**src/rtl/pong_score_serve_ctrl.sv**
```systemverilog
// Pong score keeper and serve sequencer: detects goals from the ball position,
// counts points, runs the serve countdown and freezes the ball between rallies.
module pong_score_serve_ctrl #(
  parameter int GOAL_MARGIN = 4,
  parameter int SERVE_DELAY = 60,
  parameter int WIN_SCORE   = 7
) (
  input  logic       game_clk,
  input  logic       reset,
  input  logic       start,
  input  logic [9:0] x_ball,
  input  logic [4:0] width_ball,
  input  logic       x_ball_dir,
  input  logic [9:0] x_lwall,
  input  logic [9:0] x_rwall,
  output logic [3:0] score_l,
  output logic [3:0] score_r,
  output logic       ball_hold,
  output logic       serve_dir,
  output logic       serve_pulse,
  output logic       game_over,
  output logic       winner
);

  typedef enum logic [2:0] {
    IDLE       = 3'd0,
    SERVE_WAIT = 3'd1,
    PLAY       = 3'd2,
    POINT      = 3'd3,
    GAME_OVER  = 3'd4
  } state_t;

  localparam logic [10:0] MARGIN     = 11'(GOAL_MARGIN);
  localparam logic [9:0]  DELAY_LOAD = 10'(SERVE_DELAY - 1);
  localparam logic [3:0]  WIN        = 4'(WIN_SCORE);

  // state is kept as a named register so checkers can bind to it directly
  state_t     state, state_nxt;
  logic [9:0] cnt, cnt_nxt;
  logic [3:0] score_l_nxt, score_r_nxt;
  logic [3:0] score_l_inc, score_r_inc;
  logic       serve_dir_nxt, winner_nxt;
  logic       point_right, point_right_nxt;
  logic       ball_hold_nxt, serve_pulse_nxt, game_over_nxt;

  logic [10:0] right_edge, left_limit, right_limit;
  logic        goal_l, goal_r;

  // 11-bit sums so a ball near x=1023 cannot wrap past the goal line
  assign right_edge  = {1'b0, x_ball} + {6'd0, width_ball};
  assign left_limit  = {1'b0, x_lwall} + MARGIN;
  assign right_limit = ({1'b0, x_rwall} >= MARGIN) ? ({1'b0, x_rwall} - MARGIN) : 11'd0;

  // The serve tick still carries the stale pre-serve position, so it never scores
  assign goal_l = (state == PLAY) && !serve_pulse && !x_ball_dir &&
                  ({1'b0, x_ball} <= left_limit);
  assign goal_r = (state == PLAY) && !serve_pulse && x_ball_dir &&
                  (right_edge >= right_limit);

  assign score_l_inc = (score_l == WIN) ? score_l : score_l + 4'd1;
  assign score_r_inc = (score_r == WIN) ? score_r : score_r + 4'd1;

  always_comb begin
    state_nxt       = state;
    cnt_nxt         = cnt;
    score_l_nxt     = score_l;
    score_r_nxt     = score_r;
    serve_dir_nxt   = serve_dir;
    winner_nxt      = winner;
    point_right_nxt = point_right;

    case (state)
      IDLE: begin
        if (start) begin
          score_l_nxt = 4'd0;
          score_r_nxt = 4'd0;
          cnt_nxt     = DELAY_LOAD;
          state_nxt   = SERVE_WAIT;
        end
      end
      SERVE_WAIT: begin
        if (cnt == 10'd0) begin
          state_nxt = PLAY;
        end else begin
          cnt_nxt = cnt - 10'd1;
        end
      end
      PLAY: begin
        if (goal_l) begin
          point_right_nxt = 1'b1;
          state_nxt       = POINT;
        end else if (goal_r) begin
          point_right_nxt = 1'b0;
          state_nxt       = POINT;
        end
      end
      POINT: begin
        // The next serve heads toward the player who just conceded
        if (point_right) begin
          score_r_nxt   = score_r_inc;
          serve_dir_nxt = 1'b0;
        end else begin
          score_l_nxt   = score_l_inc;
          serve_dir_nxt = 1'b1;
        end
        if ((point_right ? score_r_inc : score_l_inc) == WIN) begin
          winner_nxt = point_right;
          state_nxt  = GAME_OVER;
        end else begin
          cnt_nxt   = DELAY_LOAD;
          state_nxt = SERVE_WAIT;
        end
      end
      GAME_OVER: begin
        if (start) begin
          state_nxt = IDLE;
        end
      end
      default: begin
        state_nxt = IDLE;
      end
    endcase

    ball_hold_nxt   = (state_nxt != PLAY);
    serve_pulse_nxt = (state == SERVE_WAIT) && (state_nxt == PLAY);
    game_over_nxt   = (state_nxt == GAME_OVER);
  end

  always_ff @(posedge game_clk or negedge reset) begin
    if (!reset) begin
      state       <= IDLE;
      cnt         <= 10'd0;
      score_l     <= 4'd0;
      score_r     <= 4'd0;
      serve_dir   <= 1'b1;
      winner      <= 1'b0;
      point_right <= 1'b0;
      ball_hold   <= 1'b1;
      serve_pulse <= 1'b0;
      game_over   <= 1'b0;
    end else begin
      state       <= state_nxt;
      cnt         <= cnt_nxt;
      score_l     <= score_l_nxt;
      score_r     <= score_r_nxt;
      serve_dir   <= serve_dir_nxt;
      winner      <= winner_nxt;
      point_right <= point_right_nxt;
      ball_hold   <= ball_hold_nxt;
      serve_pulse <= serve_pulse_nxt;
      game_over   <= game_over_nxt;
    end
  end

endmodule

```
**config.mk**
```make
export PLATFORM = sky130hd
export DESIGN_NAME = pong_score_serve_ctrl
export DESIGN_NICKNAME = d
export VERILOG_FILES = /design/src/rtl/pong_score_serve_ctrl.sv
export SDC_FILE = /design/constraint.sdc
export NUM_CORES = 1
export LEC_CHECK = 0
export CAP_MARGIN = 0
export CORE_MARGIN = 5
export CORE_UTILIZATION = 31
export CTS_BUF_LIST = sky130_fd_sc_hd__clkbuf_16
export CTS_CLUSTER_SIZE = 10
export DETAILED_ROUTE_END_ITERATION = 10
export GPL_TIMING_DRIVEN = 0
export MAX_ROUTING_LAYER = met4
export PLACE_DENSITY = 0.54
export SLEW_MARGIN = 20
export SYNTH_ARGS = -nofsm -noshare
export SYNTH_HDL_FRONTEND = slang
export SYNTH_SLANG_ARGS = --single-unit
```
**constraint.sdc**
```tcl
create_clock -name game_clk -period 3.9 [get_ports game_clk]
set_clock_uncertainty 0.1 [all_clocks]
set_input_delay 0.78 -clock game_clk [delete_from_list [all_inputs] [get_ports game_clk]]
set_output_delay 0.78 -clock game_clk [all_outputs]
set_load 0.005 [all_outputs]
```
* Word-level counts from Yosys, hierarchy flattened *
Index checks and enable logic that the tools add are counted.

operators by class
  $lt $le $gt $ge = 3
  add/subtract/negate cells = 6
  eq/ne operators = 15
  muxes and demuxes = 23
  reductions and logical operators = 18

operators with widths
  operator                                                                               count
  10-bit 2-to-1 mux                                                                      3
  10-bit case mux with 3 select lines                                                    1
  4-bit 2-to-1 mux                                                                       6
  3-bit 2-to-1 mux                                                                       6
  4-bit case mux with 2 select lines                                                     2
  3-bit case mux with 5 select lines                                                     1
  4-bit by 3-bit == test with 1-bit output (second input constant)                       3
  10-bit by 3-bit adder with 11-bit output (second input constant)                       1
  10-bit by 5-bit adder with 11-bit output                                               1
  11-bit greater-or-equal comparator                                                     1
  10-bit by 11-bit <= comparator with 1-bit output                                       1
  11-bit 2-to-1 mux                                                                      1
  10-bit by 3-bit subtractor with 11-bit output (second input constant)                  1
  10-bit by 3-bit greater-or-equal comparator with 1-bit output (second input constant)  1
  10-bit logical NOT                                                                     1
  2-bit != test (second input constant)                                                  5
  10-bit by 1-bit subtractor with 10-bit output (second input constant)                  1
  3-bit by 2-bit == test with 1-bit output (second input constant)                       3
  4-bit by 1-bit adder with 4-bit output (second input constant)                         2
  3-bit == test (second input constant)                                                  2
  1-bit logical AND                                                                      6
  3-bit AND reduction                                                                    2
  2-bit AND reduction                                                                    2
  4-bit AND reduction                                                                    1
  7 further kinds                                                                        11

storage, ports and cells
  register bits after elaboration = 27
  word-level logic and storage cells = 75
  bits of input ports = 39

* Depth between registers and ports, before layout *
  word-level depth = 9
  depth in mapped cells = 14

* Worst setup path before layout *
Ideal clock, no wire load.

  path type = input -> register
  start = in x_ball[0]
  end = reg state[0]
  path buffers = 0
  data arrival time = 3352 ps
  stages on the path = 13
  slack = 362 ps
  library setup time = 87 ps
  path through = ha_1 > inv_1 > fa_1 > nor2b_1 > o21ai_0 > a21boi_0 > o2111ai_1 > xnor2_1 > ha_1 > nand4_1 > or4_1 > a31o_2 > o211ai_1

on the way
  word-level cells in the longest chain between the ends = 6

ends and longest elaborated chain
  what                                      RTL line  text
  from (decl)                               11        input logic [9:0] x_ball,
  10-bit by 5-bit adder with 11-bit output  50        assign right_edge = {1'b0, x_ball} + {6'd0, width_ball};
  11-bit greater-or-equal comparator        58        (right_edge >= right_limit);
  1-bit logical AND                         57        assign goal_r = (state == PLAY) && !serve_pulse && x_ball_dir &&
  3-bit 2-to-1 mux                          92        end else if (goal_r) begin
  3-bit 2-to-1 mux *                        89        if (goal_l) begin
  3-bit case mux with 5 select lines *      72        case (state)
  net state_nxt[0]                          38        state_t state, state_nxt;
  to (signal assigned)                      142       state <= state_nxt;
  to (decl)                                 38

The timed path passes the listed nets; every way through them passes the cells marked *.
A chain may end at the register's enable or synchronous reset.

* Worst setup path after layout *
  start = in width_ball[1]
  end = reg state[0]

on the way
  word-level cells in the longest chain between the ends = 6

ends and longest elaborated chain
  what                                      RTL line  text
  from (decl)                               12        input logic [4:0] width_ball,
  10-bit by 5-bit adder with 11-bit output  50
  11-bit greater-or-equal comparator        58
  1-bit logical AND                         57
  3-bit 2-to-1 mux                          92
  3-bit 2-to-1 mux                          89
  3-bit case mux with 5 select lines        72
  net state_nxt[0]                          38

The timed path passes the listed nets, and every way through them passes these cells.

==> qor.csv <==
metric;value;unit
unrepaired_setup_endpoints_after_global_routing;false;
ir_worst_vdd;163;uV
report.final.setup_viol;0;
pin_count;52;
grt_first_pass_wirelength;9.57;mm
initial_core_util;0.312;
arrival;3.72;ns
post_synthesis_net_count;377;
postSynthAreaPerCell;8.29;um2
die_area;10100;um2
clk_transition_reported_paths;0.06;ns
overflow;0;
clock.fmax;0.275;GHz
end_kind;register;
synth-edff-count;0;
worst_slew_pin_slew;0.588;ns
synth.yosys.seq_area_share;0.268;
groute.layer.met3.usage;0.00973;
critical-path-max-stage-delay;0.52;ns
post_cts_hold_buffer_count;0;
clock_path_buffers;2;
post-route-period-util;0.932;
globalRoute.busiestLayer;met2;
insertion_delay;0.26;ns
vias_per_cell;4.94;
ctsRootBufferMaster;clkbuf_16;
hold_viol;0;
routabilityCongestion;0.801;
die_height;100;um
report.power.total;0.00101;W
maximum_number_of_pins_on_one_net_before_global_route_repair;28;
nNetsFinal;435;
floorplan.core_area;8090;um2
cts_tree;yes;
h-tree-depth;1;
yosys.cell_types.count;53;
grt_util_met1;0.143;
fin_area;3310;um2
cts_sinks;27;
antenna-diode-count;0;
leakage;1.44;nW
layout-area-overhead-vs-synth;31.0;%
postSynth.asyncResetShare;1.00;
drtPass1Iterations;4;
grt_antenna_before_repair;0;
die_outline_width;100;um
final_layout_size_suffix_gt1_frac;0.0967;
synthesis.instances;305;
max-cap-violations;0;
areal_power_density_over_the_cells;304;nW/um2
grt_util_met2;0.203;
place.detailed.hpwl;4.67;mm
worst-path-max-fanout;3;
crit_path_cell_trace;clkdlybuf4s50_1 -> inv_1 -> fa_2 -> nor2b_2 -> o21ai_2 -> a21boi_2 -> o2111ai_2 -> xnor2_1 -> ha_1 -> nand4_1 -> or4_4 -> a31o_4 -> o211ai_1;
wl_per_cell;12.0;um
antenna_viol_nets_final;0;
synth_area_leaders;dfrtp_1, ha_1, nand2_1, xnor2_1, xor2_1;
outcome;finished, final reports clean;
post_synthesis_sequential_element_count;27;
cp_slowest_cell;or4_4;
numCtsBuffers;3;
post-route-min-period;3.63;ns
synth_top_area_frac;0.248;
dpl-instance-area;3160;um2
max-slew-margin-rel;0.608;
finalMaxSlewViolations;0;
detailroute.via_count;2307;
setup.reg_to_reg.worst_slack;1.75;ns
min_path_type;reg -> reg;
ys.flop_type;dfrtp_1;
critical_path.startpoint_type;primary input;
netlist.top_cell.by_area;dfrtp_1;
finalWirelength;5.61;mm
grt_pass1_vias;2261;
crit_type;in -> reg;
groute.usage.overall;0.116;
synthesis.area;2530;um2
yosysWarningCount;0;
detail_route.drc_violations;0;
number_of_port_buffers;51;
rows;33;
detailedRoute.firstIterationViolations;48;
critical_path_required;3.98;ns
-- final timing paths --
check,from,to,depth (start not counted)
max in group asynchronous,reset,cnt[1],1
min in group asynchronous,reset,score_l[3],1
min,serve_dir,serve_dir,2
max reg2reg,cnt[3],cnt[3],6
min reg2reg,serve_dir,serve_dir,2
max,width_ball[1],state[0],13
-- state kept, by name, summed over array words and instances (netlist names) --
register / flops
cnt: 10
score_l: 4
score_r: 4
state: 3
ball_hold: 1
game_over: 1
point_right: 1
serve_dir: 1
serve_pulse: 1
winner: 1
-- kinds of logic after synthesis --
| kind of cell | synth area share |
|---|---|
| muxes | 0.0134 |
| xor gates and xnor gates | 0.0901 |
| DFF | 0.268 |
| buffers and inverters | 0.0351 |
| adders and majority gates | 0.166 |
| and+or+nand+nor | 0.261 |
| AOI/OAI and AO/OA | 0.166 |
-- worst max-delay path, delay by kind of cell --
kind / cells / cell delay, ns
adder cells (fa/ha/maj): 2 / 0.65
XOR/XNOR: 1 / 0.17
AO/OA/AOI/OAI: 5 / 0.83
AND/OR/NAND/NOR: 3 / 0.75
buffers and inverters: 2 / 0.54
-- synth_stat cells (all sizes together), types with 3 or more instances --
library cell,instances
xnor2,13
nor2b,3
dfrtp,25
a21oi,22
nand2,42
and3,6
nand3,17
a211oi,3
nor3,9
nor4,3
or4,3
o21ai,13
nand2b,5
o41ai,3
xor2,13
ha,32
a21o,4
mux2,3
clkbuf,3
nor2,27
inv,18
-- layout by cell type, fill, tap and decap left out, drive strengths merged, types with 3 or more instances in the layout --
cell | netlist | final
clkbuf | 3 | 6
a211oi | 3 | 3
a21o | 4 | 4
inv | 18 | 19
nor2 | 27 | 27
mux2 | 3 | 3
a21oi | 22 | 22
and3 | 6 | 6
nor4 | 3 | 3
dfrtp | 25 | 25
nand3 | 17 | 17
buf | 2 | 5
o41ai | 3 | 3
nor2b | 3 | 3
nand2 | 42 | 42
o21ai | 13 | 13
xnor2 | 13 | 13
nor3 | 9 | 9
nand2b | 5 | 5
clkdlybuf4s50 | 0 | 47
ha | 32 | 32
xor2 | 13 | 13
dlymetal6s2s | 0 | 3
or4 | 3 | 3
-- cell type report --
cell class	count	area (um2)
inverter	18	67.6
clock buffer	3	75.1
sequential	27	678
timing repair buffer	53	528
fill	849	4780
multi-input combinational	255	1810
tap	105	131
buffer	5	21.3
clock inverter	1	3.75
-- stage by stage --
| step | instances | utilization | hold slack (ns) | TNS, ns | setup WS, ns |
|---|---|---|---|---|---|
| 3_5_place_dp | 461 | 0.391 | 0.349 | -1.42 | -0.559 |
| 4_1_cts | 466 | 0.404 | 0.361 | 0 | 0.0232 |
| 2_1_floorplan | 305 | - | 0.348 | 0 | 0.362 |
| 5_1_grt | 467 | 0.409 | 0.385 | 0 | 0.0659 |
| 6_report | 467 | 0.409 | 0.355 | 0 | 0.265 |
| 3_3_place_gp | 461 | 0.392 | 0.349 | -1.46 | -0.602 |
-- routing by layer --
metal / vias to the layer above / share of wire
li1: 1208 / -
met1: 1054 / 0.49
met2: 39 / 0.47
met3: 6 / 0.029
met4: 0 / 0.014
met5: - / 0
-- repair_timing --
| action | CTS | global route |
|---|---|---|
| resized for setup | 7 | 12 |
| buffers inserted | 1 | 1 |
| setup endpoints to repair | 3 | 3 |
| pin swaps | 6 | 9 |
-- power by group --
group	switching [W]	leakage (nW)	internal, W
sequential	0.0000571	0.343	0.000336
combinational	0.000196	1.06	0.000186
clock	0.0000935	0.0423	0.000137
total	0.000347	1.44	0.000660
Power figures use the tool's default switching activity.
